**config.mk**
```make
export PLATFORM = sky130hd
export DESIGN_NAME = pc_sequencer
export DESIGN_NICKNAME = d
export VERILOG_FILES = /design/src/rtl/pc_sequencer.sv
export SDC_FILE = /design/constraint.sdc
export NUM_CORES = 1
export LEC_CHECK = 0
export CORE_UTILIZATION = 49
export CTS_CLUSTER_SIZE = 8
export DETAILED_ROUTE_END_ITERATION = 7
export HOLD_SLACK_MARGIN = 0.05
export PLACE_DENSITY = 0.8
export SLEW_MARGIN = 10
export SYNTH_ARGS = -nofsm -noshare
export SYNTH_HDL_FRONTEND = slang
export SYNTH_SLANG_ARGS = --single-unit
```
**constraint.sdc**
```tcl
create_clock -name clk -period 2.4 [get_ports clk]
set_input_delay 0.6 -clock clk [delete_from_list [all_inputs] [get_ports clk]]
set_output_delay 0.6 -clock clk [all_outputs]
set_load 0.03 [all_outputs]
```
**src/rtl/pc_sequencer.sv**
```systemverilog
// Next-PC controller for the 5-stage MIPS pipeline: owns the fetch address and
// arbitrates boot, exception/eret, branch, stall and fetch-handshake redirects.
module pc_sequencer #(
  parameter logic [31:0] RESET_PC   = 32'h0000_3000,
  parameter logic [31:0] HANDLER_PC = 32'h0000_4180,
  parameter logic [31:0] TEXT_LO    = 32'h0000_3000,
  parameter logic [31:0] TEXT_HI    = 32'h0000_6FFC
) (
  input  logic        clk,
  input  logic        reset,
  input  logic        stall,
  input  logic        fetch_ready,
  input  logic        br_valid,
  input  logic [31:0] br_target,
  input  logic        req,
  input  logic        eret,
  input  logic [31:0] epc,
  output logic [31:0] pc,
  output logic        pc_valid,
  output logic        redirect,
  output logic        pend_valid,
  output logic        adel
);

  localparam int unsigned PC_W = 32;

  typedef enum logic [1:0] {
    BOOT = 2'd0,
    RUN  = 2'd1,
    HOLD = 2'd2
  } state_t;

  state_t          r_state;
  logic [PC_W-1:0] r_pc;
  logic            r_redirect;
  logic            r_pend_valid;
  logic [PC_W-1:0] r_pend_target;

  state_t          w_state_nxt;
  logic [PC_W-1:0] w_pc_nxt;
  logic            w_redirect_nxt;
  logic            w_pend_valid_nxt;
  logic [PC_W-1:0] w_pend_target_nxt;
  logic            w_advance;

  assign w_advance = !stall && fetch_ready;

  // State and datapath registers
  always_ff @(posedge clk or negedge reset) begin
    if (!reset) begin
      r_state       <= BOOT;
      r_pc          <= RESET_PC;
      r_redirect    <= 1'b0;
      r_pend_valid  <= 1'b0;
      r_pend_target <= '0;
    end else begin
      r_state       <= w_state_nxt;
      r_pc          <= w_pc_nxt;
      r_redirect    <= w_redirect_nxt;
      r_pend_valid  <= w_pend_valid_nxt;
      r_pend_target <= w_pend_target_nxt;
    end
  end

  // Next-state and redirect arbitration, highest priority first
  always_comb begin
    w_state_nxt       = r_state;
    w_pc_nxt          = r_pc;
    w_redirect_nxt    = 1'b0;
    w_pend_valid_nxt  = r_pend_valid;
    w_pend_target_nxt = r_pend_target;
    case (r_state)
      BOOT: begin
        w_state_nxt = RUN;
      end
      RUN, HOLD: begin
        if (req) begin
          w_pc_nxt         = HANDLER_PC;
          w_pend_valid_nxt = 1'b0;
          w_redirect_nxt   = 1'b1;
          w_state_nxt      = RUN;
        end else if (eret && !stall) begin
          w_pc_nxt         = epc;
          w_pend_valid_nxt = 1'b0;
          w_redirect_nxt   = 1'b1;
          w_state_nxt      = RUN;
        end else if (w_advance) begin
          w_state_nxt      = RUN;
          w_pend_valid_nxt = 1'b0;
          if (br_valid) begin
            w_pc_nxt = br_target;
          end else if (r_pend_valid) begin
            w_pc_nxt = r_pend_target;
          end else begin
            w_pc_nxt = r_pc + PC_W'(4);
          end
        end else begin
          // Fetch held: keep a taken branch so the one-cycle pulse is not lost
          w_state_nxt = HOLD;
          if (br_valid) begin
            w_pend_valid_nxt  = 1'b1;
            w_pend_target_nxt = br_target;
          end
        end
      end
      default: begin
        w_state_nxt = BOOT;
      end
    endcase
  end

  assign pc         = r_pc;
  assign pc_valid   = (r_state != BOOT);
  assign redirect   = r_redirect;
  assign pend_valid = r_pend_valid;
  assign adel       = pc_valid &&
                      ((r_pc[1:0] != 2'b00) || (r_pc < TEXT_LO) || (r_pc > TEXT_HI));

endmodule

```
---- After elaboration in Yosys (flattened, before gate mapping) ----
Cells that the tools add are included.
word-level totals
  logic and storage cells ................. 44
  bits of input ports ..................... 71
  output and inout port bits .............. 36
  flip-flop bits (word level) ............. 68
cells by class
  equality and inequality tests ........... 2
  multiplexer cells ....................... 16
  add/sub/neg operators ................... 1
  bitwise logic cells ..................... 3
  reductions and logical operators ........ 15
  order comparisons ....................... 2
operator list
  cell                                                              number
  2-to-1 mux 32 bit                                                 5
  adder 32 x 3 -> 32 bit (second input constant)                    1
  greater-than comparator 32 x 15 -> 1 bit (second input constant)  1
  less-than comparator 32 x 14 -> 1 bit (second input constant)     1
  2-to-1 mux 1 bit                                                  7
  2-to-1 mux 2 bit                                                  3
  AND reduction 5 bit                                               1
  case mux 2 bit (2 select lines)                                   1
  AND reduction 2 bit                                               2
  nonzero test 2 bit                                                2
  nonzero test 4 bit                                                1
  logical AND 1 bit                                                 3
  inverter 1 bit                                                    3
  nonzero test 3 bit                                                1
  equality test 2 x 1 -> 1 bit (second input constant)              1
  equality test 2 bit (second input constant)                       1
  logical NOT 2 bit                                                 1
  logical OR 1 bit                                                  2
  OR reduction 2 bit                                                1
  logical NOT 1 bit                                                 1

---- Depth between registers and ports, before layout ----
  depth in word-level cells ............... 6
  depth in mapped cells ................... 8
  gate-level depth less buffers ........... 7

---- Worst setup path before layout ----
Ideal clock, no wire load.
  path kind ............................... register to register
  start point ............................. register r_pc[2], in the netlist pc[2]
  end point ............................... register r_pc[22], in the netlist pc[22]
  data arrival time ....................... 2.018 ns
  buffers on the path ..................... 0
  slack ................................... 0.261 ns
  data required time ...................... 2.278 ns
  library setup time ...................... 0.122 ns
  period minus slack after synthesis ...... 2.139 ns
  cell stages (with the launch flop) ...... 7
  path through ............................ dfrtp_1 > ha_1 > nand2_1 > nor4_4 > nand3_2 > or3_1 > a32o_1
on the way
  longest elaborated chain between the ends .. 6
RTL lines
  item                    RTL line  text
  from (decl)             34        logic [PC_W-1:0] r_pc;
  from (signal assigned)  58        r_pc <= w_pc_nxt;
  adder 32 x 3 -> 32 bit  95        w_pc_nxt = r_pc + PC_W'(4);
  2-to-1 mux 32 bit       92        end else if (r_pend_valid) begin
  2-to-1 mux 32 bit       90        if (br_valid) begin
  2-to-1 mux 32 bit       87        end else if (w_advance) begin
  2-to-1 mux 32 bit       82        end else if (eret && !stall) begin
  2-to-1 mux 32 bit       77        if (req) begin
Every way passes these cells. The select of a mux whose other input is x is not followed.
A chain may end at the register's enable or synchronous reset.

---- Worst setup path after layout ----
  start point ............................. register r_pc[29], in the netlist pc[29]
  end point ............................... output adel
on the way
  longest elaborated chain between the ends .. 4
  elaborated cells between the ends (all ways) .. 5
  classes of those cells .................. order compare (2); reduce/logical (3)
RTL lines
  item                                   RTL line  text
  less-than comparator 32 x 14 -> 1 bit  117       ((r_pc[1:0] != 2'b00) || (r_pc < TEXT_LO) || (r_pc > TEXT_HI));
  logical OR 1 bit                       117
  logical OR 1 bit (*)                   117
  logical AND 1 bit (*)                  116       assign adel = pc_valid &&
  to (decl)                              22        output logic adel
Mark *: on every way between the ends. The rest lies on a longest branch, timed or not.

==> flow_metrics.tcl <==
set metrics [dict create \
    worst_slack_ps 32.4 \
    crit_type "reg2out" \
    grt_util_met3_pct 5.45 \
    cts-root-buf "clkbuf_8" \
    crit_chain "nor4_2, nand2_1, nor4_4, a41oi_2, buf_6" \
    avgSynthCellArea_um2 9.56 \
    clkSlewWorstSetupHoldPaths_ps 80 \
    ys_seq_area_share_pct 41.7 \
    area_growth_pct 45.2 \
    powerDensity_nw_per_um2 1110 \
    grt_pass1_wl_um 21500 \
    cts-htree-levels 3 \
    outcome "finished clean" \
    vdd_drop_max_mv 0.605 \
    async_reset_ff_share_pct 100 \
    antenna_found_initial 0 \
    start_util_pct 51.9 \
    wl_um 13500 \
    critical_path.endpoint_type "output port" \
    tns_ps 0 \
    ys.flop_type "dfrtp_1" \
    p_leak_nw 2.40 \
    place_ws_ps -74.2 \
    path_delay_family "simple AND/OR/NAND/NOR gates" \
    relSlewSlack_pct 67.9 \
    mappedNetlistArea_um2 4090 \
    drt_iter0_drc 358 \
    worst_pin_slew_ps 481 \
    first_global_vias 4260 \
    arrival_ps 1770 \
    drt-vias-per-instance 6.37 \
    gp_congestion 0.947 \
    core_um2 7890 \
    final.min_clock_period_ps 2370 \
    synth-seq-cells 68 \
    grtUsageTotal_pct 32.4 \
    route.detailed.drc 0 \
    post-dp-hpwl_um 9720 \
    hold_violations 0 \
    fin_crit_sh_pct 98.7 \
    cp_num_buf_inv 1 \
    final_layout_size_suffix_gt1_share_pct 22.1 \
    setup_violations 0 \
    syn_nets 502 \
    cts_tree "done" \
    start_kind "register" \
    synth_warnings 0 \
    placement.io_buffers 106 \
    dr.pass1.iters 5 \
    crit_required_ps 1800 \
    die_w_um 93.4 \
    numCtsBuffers 9 \
    final_common_cell "clkdlybuf4s50_1" \
    use_met2_pct 52.7 \
    place_area_um2 5690 \
    antenna_left 0 \
    final_cell_mix "104 x clkdlybuf4s50_1, 66 x dfrtp_1, 56 x buf_4" \
    min_path_type "in2async" \
    netlist_instances 428 \
    die_h_um 93.4 \
    grt_max_degree 69 \
    fill_cells 586 \
    clk_path_buf_depth 2 \
    clk_latency_ps 350 \
    design_area_um2 5940 \
    io_pins 107 \
    critical-path-max-stage-delay_ps 420 \
    grt_use_met1_pct 43.0 \
    drv_slew 0 \
    wl_per_cell_um 19.7 \
    rows 32 \
    via_count 4366 \
    yosys.cell_types.count 60 \
    top_usage_layer "met2" \
    critical_path.max_fanout 2 \
    numClockSinks 68 \
    ys_top_cells_by_area "dfrtp_1 40%, mux2_2 8.8%, a221oi_1 3.9%, o21ai_0 3.5%, nor2_1 3.2%" \
    diodes 0 \
    yosys.area.top_type "dfrtp_1" \
    regToRegSetupSlack_ps 240 \
    synth_edf_count 0 \
    slowest_stage "dfrtp_1" \
    yosysTopAreaCellShare_pct 40.4 \
    finalClockSkew_ps 13.6 \
    die_area_um2 8720 \
    nets 652 \
    cap_violations 0 \
    overflow 0 \
    fmax_mhz 422 \
]
kinds of logic after synthesis:
group	Yosys count	synth area share [%]
XOR/XNOR	6	1.28
flip-flops	68	41.7
AND/OR/NAND/NOR	141	18.4
buffers and inverters	38	3.49
adder cells (fa/ha/maj)	3	0.918
AO/OA/AOI/OAI	136	24.5
multiplexers	36	9.79
cell type report:
type,count,area [um2],area share (%)
clock buffers,11,151,2.55
flip-flops and latches,68,1700,28.7
repair buffers,167,1580,26.6
clock inverters,5,58.8,0.990
multi-input cells,322,2280,38.4
inverters,10,37.5,0.632
well taps,102,128,2.15
path summary, 6_finish.rpt:
kind,from,end,depth (start not counted)
setup / recovery,pc[29],adel,5
hold / removal,reset,r_pend_target[6],2
setup reg to reg,pc[13],pc[22],7
hold reg to reg,r_pend_target[5],r_pend_target[5],1
max in group asynchronous,reset,pc[13],2
min in group clk,r_pend_target[5],r_pend_target[5],1
through the flow:
| step | hold slack (ps) | total power, mW | util, % | cells |
|---|---|---|---|---|
| final | 258 | 6.57 | 75.3 | 685 |
| after global routing | 284 | 6.88 | 75.3 | 685 |
| after CTS | 282 | 6.45 | 74.8 | 685 |
| after detailed placement | 494 | 5.44 | 72.2 | 669 |
| after global placement | 487 | 5.35 | 72.2 | 669 |
| after floorplan | 304 | 3.85 | - | 428 |
synth_stat cells, types with 3 or more instances:
cell       instances
o211ai_1           5
nand3_1           14
nor2_1            35
a22o_1             3
and2_1             5
nand2_1           31
nor4_1             5
a32oi_1            3
ha_1               3
nor3b_1            4
a21oi_1           13
a31oi_1            8
nor2b_1            3
a221o_1            8
dfrtp_1           66
o2bb2ai_1          4
nand4_1            7
clkbuf_1          24
o21bai_1           3
mux2_2            32
inv_1             10
xor2_1             5
buf_1              4
o31ai_1            9
o21ai_0           29
o32ai_1            3
mux2i_1            4
nand2b_1           4
a221oi_1          18
a32o_1             4
nor3_1            16
o31a_1             5
flip-flops by register name, summed over array words and instances, names as in the netlist:
signal         flops
redirect           1
r_state            2
r_pend_target     32
pend_valid         1
pc                32
layer usage:
metal / up-vias / wire (um)
met3: 25 / 1380
met5: - / 0
met2: 287 / 6430
met1: 2089 / 5430
met4: 0 / 259
li1: 1965 / -
report_power, final:
| part | switching, mW | internal, mW | total [mW] |
|---|---|---|---|
| logic | 1.82 | 1.63 | 3.45 |
| registers | 0.439 | 1.67 | 2.11 |
| clock network | 0.471 | 0.539 | 1.01 |
worst register-to-register path: cells and delay by family, from the launching register on:
kind | cells | cell delay [ps]
and+or+nand+nor | 4 | 920
DFF | 1 | 540
buffers and inverters | 2 | 360
AOI/OAI and AO/OA | 1 | 250
timing repair:
item                                    4_1_cts  5_1_grt
hold buffers                                  0        0
hold endpoints to repair                      0        0
pin swaps                                     1        2
buffers inserted                              0        0
cloned                                        0        0
gates resized for setup                       7        7
endpoints found under the setup margin        1        1
Power figures use the tool's default switching activity.
